**config.mk**
```make
export PLATFORM = sky130hd
export DESIGN_NAME = tff_bank_seq_flat
export DESIGN_NICKNAME = d
export VERILOG_FILES = /design/src/rtl/tff_bank_seq_if.sv /design/src/rtl/tff_bank_seq.sv /design/src/flat_wrapper.sv
export SDC_FILE = /design/constraint.sdc
export NUM_CORES = 1
export LEC_CHECK = 0
export ABC_AREA = 0
export BUFFER_PORTS_ARGS = -buffer_cell sky130_fd_sc_hd__buf_4
export CAP_MARGIN = 25
export CORE_AREA = 2 2 39 41
export DETAILED_ROUTE_END_ITERATION = 7
export DIE_AREA = 0 0 41 43
export PLACE_DENSITY = 0.67
export SLEW_MARGIN = 20
export SYNTH_ARGS = -nofsm -noshare
export SYNTH_HDL_FRONTEND = slang
export SYNTH_SLANG_ARGS = --single-unit
```
**constraint.sdc**
```tcl
create_clock -name clk -period 1.8 [get_ports clk]
set_clock_uncertainty 0.15 [all_clocks]
set_input_delay 0.09 -clock clk [delete_from_list [all_inputs] [get_ports clk]]
set_output_delay 0.09 -clock clk [all_outputs]
set_load 0.05 [all_outputs]
```
**src/rtl/tff_bank_seq_if.sv**
```systemverilog
// tff_bank_seq_if
//  Groups the command, feedback and status signals that pass between the
//  TFF-bank sequencer and the rest of the lab setup (buttons, switches and
//  the bank of T flip-flops itself).
//
//  Signals
//   start, pause, step, stop   control levels/pulses from the operator side
//   dir                        0 = count up, 1 = count down
//   load, load_val             request to load load_val into the bank
//   limit                      terminal value for counting
//   q_fb                       Q outputs read back from the TFF bank
//   t_out                      T inputs driven into the TFF bank
//   busy, done                 registered status flags
//
//  Modports
//   master  the operator/bank side: drives commands and q_fb, reads status
//   slave   the sequencer: reads commands and q_fb, drives t_out and status
interface tff_bank_seq_if #(
    parameter int N = 4
);
    logic         start;
    logic         pause;
    logic         step;
    logic         stop;
    logic         dir;
    logic         load;
    logic [N-1:0] load_val;
    logic [N-1:0] limit;
    logic [N-1:0] q_fb;
    logic [N-1:0] t_out;
    logic         busy;
    logic         done;

    modport master (
        output start, pause, step, stop, dir, load, load_val, limit, q_fb,
        input  t_out, busy, done
    );

    modport slave (
        input  start, pause, step, stop, dir, load, load_val, limit, q_fb,
        output t_out, busy, done
    );
endinterface

```
**src/rtl/tff_bank_seq.sv**
```systemverilog
// tff_bank_seq
//  Sequencer for an external bank of N T flip-flops. By choosing the T input
//  of every bit from the bank's own Q read-back, it turns the bank into a
//  loadable up/down counter with start, pause, single-step and a terminal
//  count stop. The bank shares clk and rst with this block.
//
//  Ports
//   clk   in  system clock, all state changes on the rising edge
//   rst   in  synchronous active-high reset
//   bus   slave modport of tff_bank_seq_if (commands, q_fb, t_out, status)
module tff_bank_seq #(
    parameter int N = 4
) (
    input  logic          clk,
    input  logic          rst,
    tff_bank_seq_if.slave bus
);

    typedef enum logic [2:0] {
        IDLE  = 3'd0,
        LOAD  = 3'd1,
        RUN   = 3'd2,
        PAUSE = 3'd3,
        DONE  = 3'd4
    } state_t;

    state_t       state;
    state_t       state_next;
    logic [N-1:0] t_next;
    logic [N-1:0] count_t;
    logic         up_acc;
    logic         dn_acc;
    logic         at_limit;
    logic         busy_q;
    logic         done_q;

    // Toggle pattern for one count step in the current direction. Bit i
    // toggles when all lower bits are 1 (up) or all lower bits are 0 (down);
    // the running AND avoids variable-width slices.
    always_comb begin
        count_t = '0;
        up_acc  = 1'b1;
        dn_acc  = 1'b1;
        for (int i = 0; i < N; i++) begin
            count_t[i] = bus.dir ? dn_acc : up_acc;
            up_acc     = up_acc & bus.q_fb[i];
            dn_acc     = dn_acc & ~bus.q_fb[i];
        end
    end

    assign at_limit = (bus.q_fb == bus.limit);

    // Next-state and T outputs. Every branch starts from "hold": T=0 so the
    // bank keeps its value unless a load or a count is explicitly applied.
    // The priority stop > load > pause > start/step is the same everywhere,
    // and the terminal check is made before any toggle is driven.
    always_comb begin
        state_next = state;
        t_next     = '0;
        if (bus.stop) begin
            state_next = IDLE;
        end else begin
            case (state)
                IDLE: begin
                    if (bus.load)
                        state_next = LOAD;
                    else if (!bus.pause && bus.start)
                        state_next = RUN;
                end
                LOAD: begin
                    t_next     = bus.q_fb ^ bus.load_val;
                    state_next = IDLE;
                end
                RUN: begin
                    if (bus.load)
                        state_next = LOAD;
                    else if (bus.pause)
                        state_next = PAUSE;
                    else if (at_limit)
                        state_next = DONE;
                    else
                        t_next = count_t;
                end
                PAUSE: begin
                    if (bus.load) begin
                        state_next = LOAD;
                    end else if (bus.pause) begin
                        state_next = PAUSE;
                    end else if (bus.start) begin
                        state_next = RUN;
                    end else if (bus.step) begin
                        if (at_limit)
                            state_next = DONE;
                        else
                            t_next = count_t;
                    end
                end
                DONE: begin
                    if (bus.load)
                        state_next = LOAD;
                    else if (!bus.pause && bus.start && !at_limit)
                        state_next = RUN;
                end
                default: state_next = IDLE;
            endcase
        end
        // Reset overrides everything, including the T outputs, so the bank
        // sees no toggle request while it is being cleared.
        if (rst) begin
            state_next = IDLE;
            t_next     = '0;
        end
    end

    // State register plus status flags registered from the next state, so
    // busy/done describe the state the controller is in after the edge.
    always_ff @(posedge clk) begin
        if (rst) begin
            state  <= IDLE;
            busy_q <= 1'b0;
            done_q <= 1'b0;
        end else begin
            state  <= state_next;
            busy_q <= (state_next == LOAD) || (state_next == RUN) ||
                      (state_next == PAUSE);
            done_q <= (state_next == DONE);
        end
    end

    assign bus.t_out = t_next;
    assign bus.busy  = busy_q;
    assign bus.done  = done_q;

endmodule

```
**src/flat_wrapper.sv**
```systemverilog
// flat-port wrapper written by rule: the top's interface ports become plain ports
module tff_bank_seq_flat 
#(
    parameter int N = 4
)
  (clk, rst, bus_start, bus_pause, bus_step, bus_stop, bus_dir, bus_load, bus_load_val, bus_limit, bus_q_fb, bus_t_out, bus_busy, bus_done);
  tff_bank_seq_if #(.N(N)) bus_i ();
  input  logic clk;
  input  logic rst;
  input wire logic [$bits(bus_i.start)-1:0] bus_start;
  input wire logic [$bits(bus_i.pause)-1:0] bus_pause;
  input wire logic [$bits(bus_i.step)-1:0] bus_step;
  input wire logic [$bits(bus_i.stop)-1:0] bus_stop;
  input wire logic [$bits(bus_i.dir)-1:0] bus_dir;
  input wire logic [$bits(bus_i.load)-1:0] bus_load;
  input wire logic [$bits(bus_i.load_val)-1:0] bus_load_val;
  input wire logic [$bits(bus_i.limit)-1:0] bus_limit;
  input wire logic [$bits(bus_i.q_fb)-1:0] bus_q_fb;
  output wire logic [$bits(bus_i.t_out)-1:0] bus_t_out;
  output wire logic [$bits(bus_i.busy)-1:0] bus_busy;
  output wire logic [$bits(bus_i.done)-1:0] bus_done;
  assign bus_i.start = bus_start;
  assign bus_i.pause = bus_pause;
  assign bus_i.step = bus_step;
  assign bus_i.stop = bus_stop;
  assign bus_i.dir = bus_dir;
  assign bus_i.load = bus_load;
  assign bus_i.load_val = bus_load_val;
  assign bus_i.limit = bus_limit;
  assign bus_i.q_fb = bus_q_fb;
  assign bus_t_out = bus_i.t_out;
  assign bus_busy = bus_i.busy;
  assign bus_done = bus_i.done;
  tff_bank_seq #(.N(N)) u_core (.clk(clk), .rst(rst), .bus(bus_i));
endmodule
```
Word level (Yosys, flattened, before mapping)
Index checks and enable logic that the tools add are counted.
- output and inout port bits: 6
- bits of input ports: 20
- bits in registers: 5
- reductions and logical operators: 7
- bitwise logic cells: 8
- muxes and demuxes: 27
- equal/unequal tests: 9
- operator list (kind ; count):
    $mux W3 ; 13
    $mux W4 ; 9
    $eq A3 B2 Y1 const B ; 4
    $pmux W3 S4 ; 1
    $pmux W4 S3 ; 1
    $eq A3 B1 Y1 const B ; 2
    $eq A3 B3 Y1 const B ; 2
    $and A1 B1 Y1 ; 4
    $eq A4 B4 Y1 ; 1
    $xor A4 B4 Y4 ; 1
    $logic_not A3 Y1 ; 1
    $mux W1 ; 3
    $not A1 Y1 ; 3
    $logic_and A1 B1 Y1 ; 2
    $logic_not A1 Y1 ; 2
    $logic_or A1 B1 Y1 ; 2

Longest topological paths before layout
Gate-level depths: netlist of run 1.
- depth in word-level cells: 12
- gate-level depth with buffers: 5
- depth with buffers taken out: 4

Least setup slack after synthesis of run 1
Ideal clock, no wire load.
- path kind: flip-flop to output port
- from: register u_core.state[2]
- to: output bus_t_out[2]
- stages on the path, launching flop included: 5
- path slack: -0.519 ns
- data arrival time: 2.079 ns
- path buffers: 0
- path through: dfxtp_1 > nand2b_1 > a211oi_1 > nand3b_1 > o21ai_0
- word-level cells in the longest chain between the ends: 4
- elaborated cells on any way between the ends: 6
- RTL lines (item ; RTL line ; text):
    from (decl) ; tff_bank_seq.sv:27 ; state_t state;
    from (signal assigned) ; tff_bank_seq.sv:123 ; state <= state_next;
    $eq A3 B2 Y1 / $eq A3 B1 Y1 (equally long branches) ; tff_bank_seq.sv:63 ; case (state)
    $pmux W4 S3 * ; tff_bank_seq.sv:63 ;
    $mux W4 * ; tff_bank_seq.sv:60 ; if (bus.stop) begin
    $mux W4 * ; tff_bank_seq.sv:109 ; if (rst) begin
    to (decl) ; flat_wrapper.sv:19 ; output wire logic [$bits(bus_i.t_out)-1:0] bus_t_out;
Every way passes the cells marked *; elsewhere a longest branch is shown, timed or not.

Final worst setup path of run 1
- from: register u_core.state[1]
- to: output bus_t_out[2]
The elaborated chain is that of the path after synthesis.

==> results of run 1 <==
==> per-stage QoR <==
step | hold WS [ns] | power [mW] | setup TNS (ns) | util, %
floorplan | 0.0185 | 0.175 | -0.347 | -
global placement | 0.171 | 0.226 | 0 | 50.6
detailed placement | 0.172 | 0.227 | 0 | 50.6
CTS | 0.0327 | 0.372 | 0 | 54.3
global route | 0.0516 | 0.391 | -0.125 | 57.6
finish | 0.0376 | 0.368 | 0 | 57.6
==> path summary, 6_finish.rpt <==
path	from	to	slack (ns)
max	u_core.state[1]	bus_t_out[2]	0.008
min	rst	u_core.state[0]	0.04
max reg2reg	u_core.state[0]	u_core.bus.busy	0.23
min reg2reg	u_core.state[2]	u_core.state[0]	0.57
==> cell usage in the layout (no fill, tap or decap), types with 3 or more instances in the layout <==
cell and instances:
nand2_1 6, a21oi_2 3, nor2_1 4, xor2_1 4
buf_6 3, buf_4 25, nand3_1 3, clkbuf_4 3
xnor2_1 5, o21ai_0 3
==> cells in the mapped netlist <==
master	number	area share, %
or2_2	1	1.3
a21o_2	1	1.8
a22oi_1	1	1.6
or3_1	1	1.3
a21oi_1	3	3.1
a21oi_2	1	1.8
o21ai_0	5	5.2
nand2_1	6	4.7
nand2b_1	3	3.9
nand3b_1	2	3.1
nand4_1	1	1.3
a31oi_1	1	1.3
or4b_4	1	2.9
clkbuf_1	1	0.78
xnor2_1	5	9.1
and2_1	1	1.3
o21bai_1	1	1.6
o211ai_1	1	1.6
nor2b_1	2	2.6
a211oi_1	3	4.7
nor2_1	4	3.1
nor3b_1	1	1.6
buf_2	1	1.0
o311ai_1	1	1.8
o31ai_1	1	1.6
nor3_1	1	1.0
xor2_1	4	7.3
inv_1	2	1.6
nand3_1	3	3.1
nand4b_1	1	1.8
dfxtp_1	5	21
==> state kept, by name, indices dropped and copies added (netlist names) <==
register	flops
u_core.bus.busy	1
u_core.bus.done	1
u_core.state	3
==> kinds of logic after synthesis <==
| logic type | synth area share, % |
|---|---|
| xor+xnor | 16.4 |
| flops | 20.9 |
| buf+inv | 3.39 |
| compound gates | 26.1 |
| simple gates | 33.2 |
==> worst max-delay path: stages (launching register included) <==
cell      delay, ns
dfxtp_4        0.39
nand2b_4       0.08
a211oi_4       0.25
nand3b_1       0.20
o21ai_2        0.21
buf_6          0.18
==> layout make-up <==
cell class	instances	area, um^2
Clock buffer	4	26.3
Tap cell	16	20.0
Multi-Input combinational cell	56	403
Timing Repair Buffer	29	231
Sequential cell	5	109
Fill cell	141	587
Inverter	2	7.51
==> repair_timing <==
action | in CTS | in global routing
pin swaps | 3 | 5
endpoints found under the setup margin | 4 | 4
hold endpoints to repair | 2 | 0
setup buffers | 0 | 1
hold buffers | 1 | 0
resized for setup | 4 | 10
==> routing by layer <==
| layer | up-vias | part of all wire, % | GRT usage (%) |
|---|---|---|---|
| met1 | 266 | 39 | 21.1 |
| li1 | 299 | - | - |
| met2 | 22 | 54 | 26.9 |
| met5 | - | 0 | 0 |
| met4 | 0 | 0 | 6.00 |
| met3 | 0 | 6.9 | 2.09 |
==> report_power, final <==
part	switching (mW)	internal (mW)
Combinational	0.0531	0.0609
Clock	0.0525	0.0842
Sequential	0.00457	0.113
Total	0.110	0.258
==> impl_results.md, run 1 <==
* Critical path class: register to output port
* IO Count at 26
* Pre-CTS setup slack at 0.0513 ns
* Clk buf depth at 2
* Vias in the first global route at 508
* Die Y at 43 um
* H-Tree Depth at 1
* RD Place Congestion at 0.770
* Remaining global-route overflow at 0
* Power Dens Cells at 462 nW/um^2
* Worst-path clk slew at 0.05 ns
* LEAKAGE at 0.321 nW
* Crit share post-route at 99.5%
* Final Hold Viols at 0
* DP HPWL at 970 um
* P&R area growth vs syn at 66.3%
* Design area at 797 um^2
* Syn Nets at 85
* Hold Path Class: input pin to register
* FF-to-FF path depth at 4
* Syn. warnings at 0
* Total core area at 1380 um^2
* Post-Syn Instances at 65
* Gr usage total at 16.5%
* Die W at 41 um
* Post-synthesis cell area at 479 um^2
* Total CTS buffers at 3
* Final worst slack at 0.00811 ns
* Final #Nets at 117
* DRC at 0
* Share of the yosys chip area belonging to registers at 20.9%
* Max-Cap Viols at 0
* Placed cell areas at 701 um^2
* CP endpoint kind: output port
* Initial antenna violation count at 0
* Vias per Instance at 5.24
* Fraction of layout cells with a size suffix above 1 at 46.9%
* Status: finished, final reports clean
* Worst skew pair latency at 0.25 ns
* Critical Path RT at 1.56 ns
* Via Count at 587
* Crit path max fanout at 7
* Non-filler instance count after layout at 112
* Worst VDD drop at 200 uV
* Avg Cell Area, Syn at 7.37 um^2
* Starting Density at 34.6%
* Die Area at 1760 um^2
* Max_slew headroom at 79.1%
* DRT Pass-1 Iters at 4
* Inst Count DP at 106
* First-pass GRT wire length at 2.05 mm
* Startpoint type of the worst setup path: register
* Max Freq at 558 MHz
* Drt wl/cell at 11.8 um
* Post-Route WL at 1.33 mm
* Minimum clock period at 1.79 ns
* Final setup vio count at 0
* RSZ-0062 raised after global routing: yes
* Drt initial violations at 11
* Root Buffer: clkbuf_4
* Library cells used by synthesis at 31
* Largest net degree at the start of global routing at 8
* Clock Sinks at 5
* Final antenna diode count at 0
* Worst-Margin Slew at 0.309 ns
* Synth Register Bits at 5
* Num rows at 14
* Max-slew violations at 0
* PortBufs at 25
* ANT nets after route at 0
* Hold Crit Depth at 3
* CTS tree: done
* Critical path arrival at 1.55 ns
No activity file was read; power rests on OpenSTA's default activity.
==> run 2: changes to the inputs <==
==> constraint.sdc (replaced) <==
create_clock -name clk -period 2.3 [get_ports clk]
set_clock_uncertainty 0.15 [all_clocks]
set_input_delay 0.115 -clock clk [delete_from_list [all_inputs] [get_ports clk]]
set_output_delay 0.115 -clock clk [all_outputs]
set_load 0.05 [all_outputs]
==> impl_results.md, run 2 (same netlist as run 1, synthesis figures left out) <==
* DRT Pass-1 Iters at 4 (unchanged)
* Worst skew pair latency at 0.25 ns (about the same)
* Clock Sinks at 5 (unchanged)
* Drt wl/cell at 11.2 um (-5.4%)
* Minimum clock period at 2.05 ns
* Die W at 41 um (unchanged)
* RSZ-0062 raised after global routing: no
* Post-Route WL at 1.22 mm (-7.9%)
* Total Neg Setup Slack at 0 ns (unchanged)
* Most frequent cells in the layout: buf_4 (25), nand2_1 (6), xnor2_1 (5), o21ai_0 (5), dfxtp_1 (5)
* Final #Nets at 114 (-2.6%)
* ANT nets after route at 0 (unchanged)
* Total CTS buffers at 3 (unchanged)
* PortBufs at 25 (unchanged)
* Pre-CTS setup slack at 0.554 ns (+0.503 ns)
* Num rows at 14 (unchanged)
* IO Count at 26 (unchanged)
* Power Dens Cells at 398 nW/um^2 (-14%)
* Design area at 714 um^2 (-10%)
* Final worst slack at 0.252 ns (+0.244 ns)
* DP HPWL at 993 um (+2.4%)
* First-pass GRT wire length at 1.99 mm (-3.0%)
* Total power at 0.284 mW (-23%)
* Crit path max fanout at 7 (unchanged)
* Commonest non-fill, non-tap cell in the layout: buf_4
* Crit share post-route at 89.0%
* H-Tree Depth at 1 (unchanged)
* Slowest CP cell: a211oi_1
* Max Freq at 488 MHz
* Largest net degree at the start of global routing at 8 (unchanged)
* DRC at 0 (unchanged)
* Worst-Margin Slew at 0.468 ns (+0.159 ns)
* Initial antenna violation count at 0 (unchanged)
* Cell family with most CP delay: compound AO/OA/AOI/OAI gates
* Final antenna diode count at 0 (unchanged)
* Crit path buffers/inverters at 1 (unchanged)
* Hold Path Class: input pin to register
* Max_slew headroom at 68.7% (-10 points)
* Max-Cap Viols at 0 (unchanged)
* Reg with most FFs: u_core.state
* Root Buffer: clkbuf_4
* RD Place Congestion at 0.778 (+1.0%)
* Max-slew violations at 0 (unchanged)
* Startpoint type of the worst setup path: register
* Clk buf depth at 2 (unchanged)
* Gr usage total at 16.6% (+0.10 points)
* Worst VDD drop at 191 uV (-4.5%)
* Fraction of layout cells with a size suffix above 1 at 34.4% (-12 points)
* Critical Path RT at 2.04 ns (+0.48 ns)
* Vias per Instance at 5.24 (about the same)
* Worst-path cell chain: nand2b_1 -> a211oi_1 -> nand3b_1 -> o21ai_0 -> buf_4
* Max incr delay on CP at 0.37 ns (-0.02 ns)
* Critical path arrival at 1.78 ns (+0.23 ns)
* Final setup vio count at 0 (unchanged)
* Final Hold Viols at 0 (unchanged)
* Starting Density at 34.6% (unchanged)
* CP endpoint kind: output port
* Via Count at 571 (-2.7%)
* Status: finished, final reports clean
* Die Area at 1760 um^2 (unchanged)
* Critical path class: register to output port
* Vias in the first global route at 506 (-0.39%)
* Worst-path clk slew at 0.05 ns (about the same)
* LEAKAGE at 0.294 nW (-8.4%)
* Drt initial violations at 9 (-2)
* Largest register FFs at 3 (unchanged)
* Remaining global-route overflow at 0 (unchanged)
* Die Y at 43 um (unchanged)
* P&R area growth vs syn at 49.1%
* Total core area at 1380 um^2 (unchanged)
* Fin util at 51.6% (-6.0 points)
* Placed cell areas at 678 um^2 (-3.2%)
* CTS tree: done
==> run 2: through the flow <==
stage | instances | hold WS, ns
5_1_grt | 109 | 0.0740
4_1_cts | 109 | 0.0424
2_1_floorplan | 65 | 0.0435
3_3_place_gp | 104 | 0.199
3_5_place_dp | 104 | 0.203
6_report | 109 | 0.0492
==> run 2: what timing repair did <==
item | CTS | global route
setup buffers | 0 | 0
hold buffers | 1 | 0
resized for setup | 0 | 0
endpoints found under the hold margin | 2 | 0
==> run 2: layout make-up <==
type                            instances  area (um^2)
Fill cell                             159          669
Multi-Input combinational cell         56          363
Timing Repair Buffer                   26          198
Sequential cell                         5          100
Clock buffer                            4         26.3
Tap cell                               16         20.0
Inverter                                2         7.51
==> run 2: power breakdown <==
part           switching, mW  internal (mW)  leakage (nW)
Sequential           0.00265         0.0895        0.0407
Clock                 0.0427         0.0660        0.0150
Combinational         0.0384         0.0450         0.239
Total                 0.0838          0.201         0.294
==> run 2: worst paths after layout <==
| path | startpoint | to | slack, ns | depth (start not counted) |
|---|---|---|---|---|
| hold reg to reg | u_core.state[2] | u_core.state[1] | 0.54 | 3 |
| setup / recovery | u_core.state[2] | bus_t_out[2] | 0.25 | 5 |
| setup reg to reg | u_core.state[0] | u_core.bus.busy | 0.73 | 4 |
| hold / removal | rst | u_core.bus.done | 0.05 | 3 |
==> run 2: routing by layer <==
layer / routed length, um / GRT usage, %
met5: 0 / 0
met4: 29 / 10.0
met3: 81 / 3.14
met2: 640 / 27.5
met1: 470 / 18.2
==> run 2: tightest hold or removal path, delay by kind of cell <==
kind | cells | cell delay (ns)
AOI/OAI and AO/OA | 1 | 0.06
buffers and inverters | 1 | 0.07
and+or+nand+nor | 1 | 0.16
==> run 3: changes to the inputs <==
--- a/config.mk
+++ b/config.mk
@@ -11,7 +11,8 @@
 export CORE_AREA = 2 2 39 41
 export DETAILED_ROUTE_END_ITERATION = 7
 export DIE_AREA = 0 0 41 43
-export PLACE_DENSITY = 0.67
+export PLACE_DENSITY_LB_ADDON = 0.15
+export REMOVE_ABC_BUFFERS = 1
 export SLEW_MARGIN = 20
 export SYNTH_ARGS = -nofsm -noshare
 export SYNTH_HDL_FRONTEND = slang
==> constraint.sdc (replaced) <==
create_clock -name clk -period 1.9 [get_ports clk]
set_clock_uncertainty 0.15 [all_clocks]
set_input_delay 0.095 -clock clk [delete_from_list [all_inputs] [get_ports clk]]
set_output_delay 0.095 -clock clk [all_outputs]
set_load 0.05 [all_outputs]
==> impl_results.md, run 3 (same netlist as run 1, synthesis figures left out) <==
* Largest net degree at the start of global routing at 8 (unchanged)
* Worst-path clk slew at 0.05 ns (about the same)
* Max_slew headroom at 73.1% (+4.4 points)
* Cell family with most CP delay: compound AO/OA/AOI/OAI gates
* Crit share post-route at 95.6%
* CP endpoint kind: output port
* Critical path class: register to output port
* Total CTS buffers at 3 (unchanged)
* DRT Pass-1 Iters at 2 (-2)
* Max incr delay on CP at 0.37 ns (about the same)
* Drt initial violations at 1 (-8)
* Largest register FFs at 3 (unchanged)
* RD Place Congestion at 0.743 (-4.5%)
* LEAKAGE at 0.308 nW (+4.6%)
* Max Freq at 550 MHz
* Crit path buffers/inverters at 1 (unchanged)
* P&R area growth vs syn at 56.7%
* Die W at 41 um (unchanged)
* PortBufs at 25 (unchanged)
* Max-slew violations at 0 (unchanged)
* Hold Path Class: input pin to register
* Worst skew pair latency at 0.24 ns (about the same)
* DP HPWL at 939 um (-5.4%)
* Clk buf depth at 2 (unchanged)
* Drt wl/cell at 11.1 um (-0.99%)
* Final #Nets at 115 (+0.88%)
* Critical Path RT at 1.65 ns (-0.39 ns)
* Via Count at 556 (-2.6%)
* Final antenna diode count at 0 (unchanged)
* Vias in the first global route at 514 (+1.6%)
* ANT nets after route at 0 (unchanged)
* Final Hold Viols at 0 (unchanged)
* Worst VDD drop at 128 uV (-33%)
* RSZ-0062 raised after global routing: no
* Power Dens Cells at 452 nW/um^2 (+13%)
* Worst-path cell chain: nand2b_4 -> a211oi_2 -> nand3b_1 -> o21ai_0 -> buf_4
* Fraction of layout cells with a size suffix above 1 at 42.6% (+8.1 points)
* Most frequent cells in the layout: buf_4 (26), nand2_1 (6), xnor2_1 (5)
* Vias per Instance at 5.05 (-3.5%)
* Startpoint type of the worst setup path: register
* Commonest non-fill, non-tap cell in the layout: buf_4
* Critical path arrival at 1.57 ns (-0.21 ns)
* Initial antenna violation count at 0 (unchanged)
* Total Neg Setup Slack at 0 ns (unchanged)
* DRC at 0 (unchanged)
* Remaining global-route overflow at 0 (unchanged)
* H-Tree Depth at 1 (unchanged)
* First-pass GRT wire length at 1.98 mm (-0.35%)
* Worst-Margin Slew at 0.397 ns (-0.0712 ns)
* Status: finished, final reports clean
* Minimum clock period at 1.82 ns
* Die Area at 1760 um^2 (unchanged)
* Fin util at 54.2% (+2.6 points)
* Slowest CP cell: dfxtp_1
* Max-Cap Viols at 0 (unchanged)
* Reg with most FFs: u_core.state
* IO Count at 26 (unchanged)
* Gr usage total at 15.4% (-1.2 points)
* CTS tree: done
* Crit path max fanout at 7 (unchanged)
* Num rows at 14 (unchanged)
* Root Buffer: clkbuf_4
* Starting Density at 34.6% (unchanged)
* Die Y at 43 um (unchanged)
* Clock Sinks at 5 (unchanged)
* Post-Route WL at 1.22 mm (about the same)
* Total core area at 1380 um^2 (unchanged)
* Final setup vio count at 0 (unchanged)
run 3: layout make-up:
cell class	count	area, um^2
fill	140	633
multi-input combinational	56	389
inverter	2	7.51
timing repair buffer	27	205
tap	16	20.0
clock buffer	4	26.3
sequential	5	103
run 3: per-layer routing:
metal | vias to the layer above | track usage [%] | wire (um)
met5 | - | 0 | 0
met4 | 0 | 6.00 | 0
met3 | 0 | 1.05 | 74
met2 | 17 | 24.4 | 599
met1 | 249 | 20.8 | 547
li1 | 290 | - | -
run 3: power breakdown:
part / internal (mW) / switching (mW) / leakage [nW] / total (mW)
combinational: 0.0561 / 0.0472 / 0.251 / 0.103
clock: 0.0794 / 0.0433 / 0.0150 / 0.123
sequential: 0.109 / 0.00421 / 0.0415 / 0.113
run 3: worst min-delay path: cells and delay by family:
kind	cells	cell delay, ns
buf+inv	1	0.07
simple gates	2	0.23
run 3: repair_timing:
| action | 4_1_cts | 5_1_grt |
|---|---|---|
| pin swaps | 0 | 2 |
| gates resized for setup | 1 | 7 |
| endpoints found under the setup margin | 3 | 4 |
| hold buffers | 1 | 0 |
| setup buffers | 0 | 1 |
| cloned | 0 | 0 |
| endpoints found under the hold margin | 2 | 0 |
run 3: path summary, 6_finish.rpt:
path,start,endpoint,slack [ns],cells after the start
max,u_core.state[2],bus_t_out[3],0.08,5
min,rst,u_core.state[1],0.05,3
max reg2reg,u_core.state[0],u_core.bus.busy,0.36,4
min reg2reg,u_core.state[2],u_core.state[1],0.53,3
run 3: through the flow:
stage / cell area (um^2) / power (mW) / worst slack (ns) / instances / hold WS (ns)
global placement: 678 / 0.213 / 0.224 / 104 / 0.178
detailed placement: 678 / 0.212 / 0.184 / 104 / 0.179
global route: 751 / 0.356 / 0.0174 / 110 / 0.0736
CTS: 719 / 0.336 / 0.0295 / 109 / 0.0447
floorplan: 470 / 0.162 / -0.424 / 63 / 0.0235
finish: 751 / 0.339 / 0.0831 / 110 / 0.0535
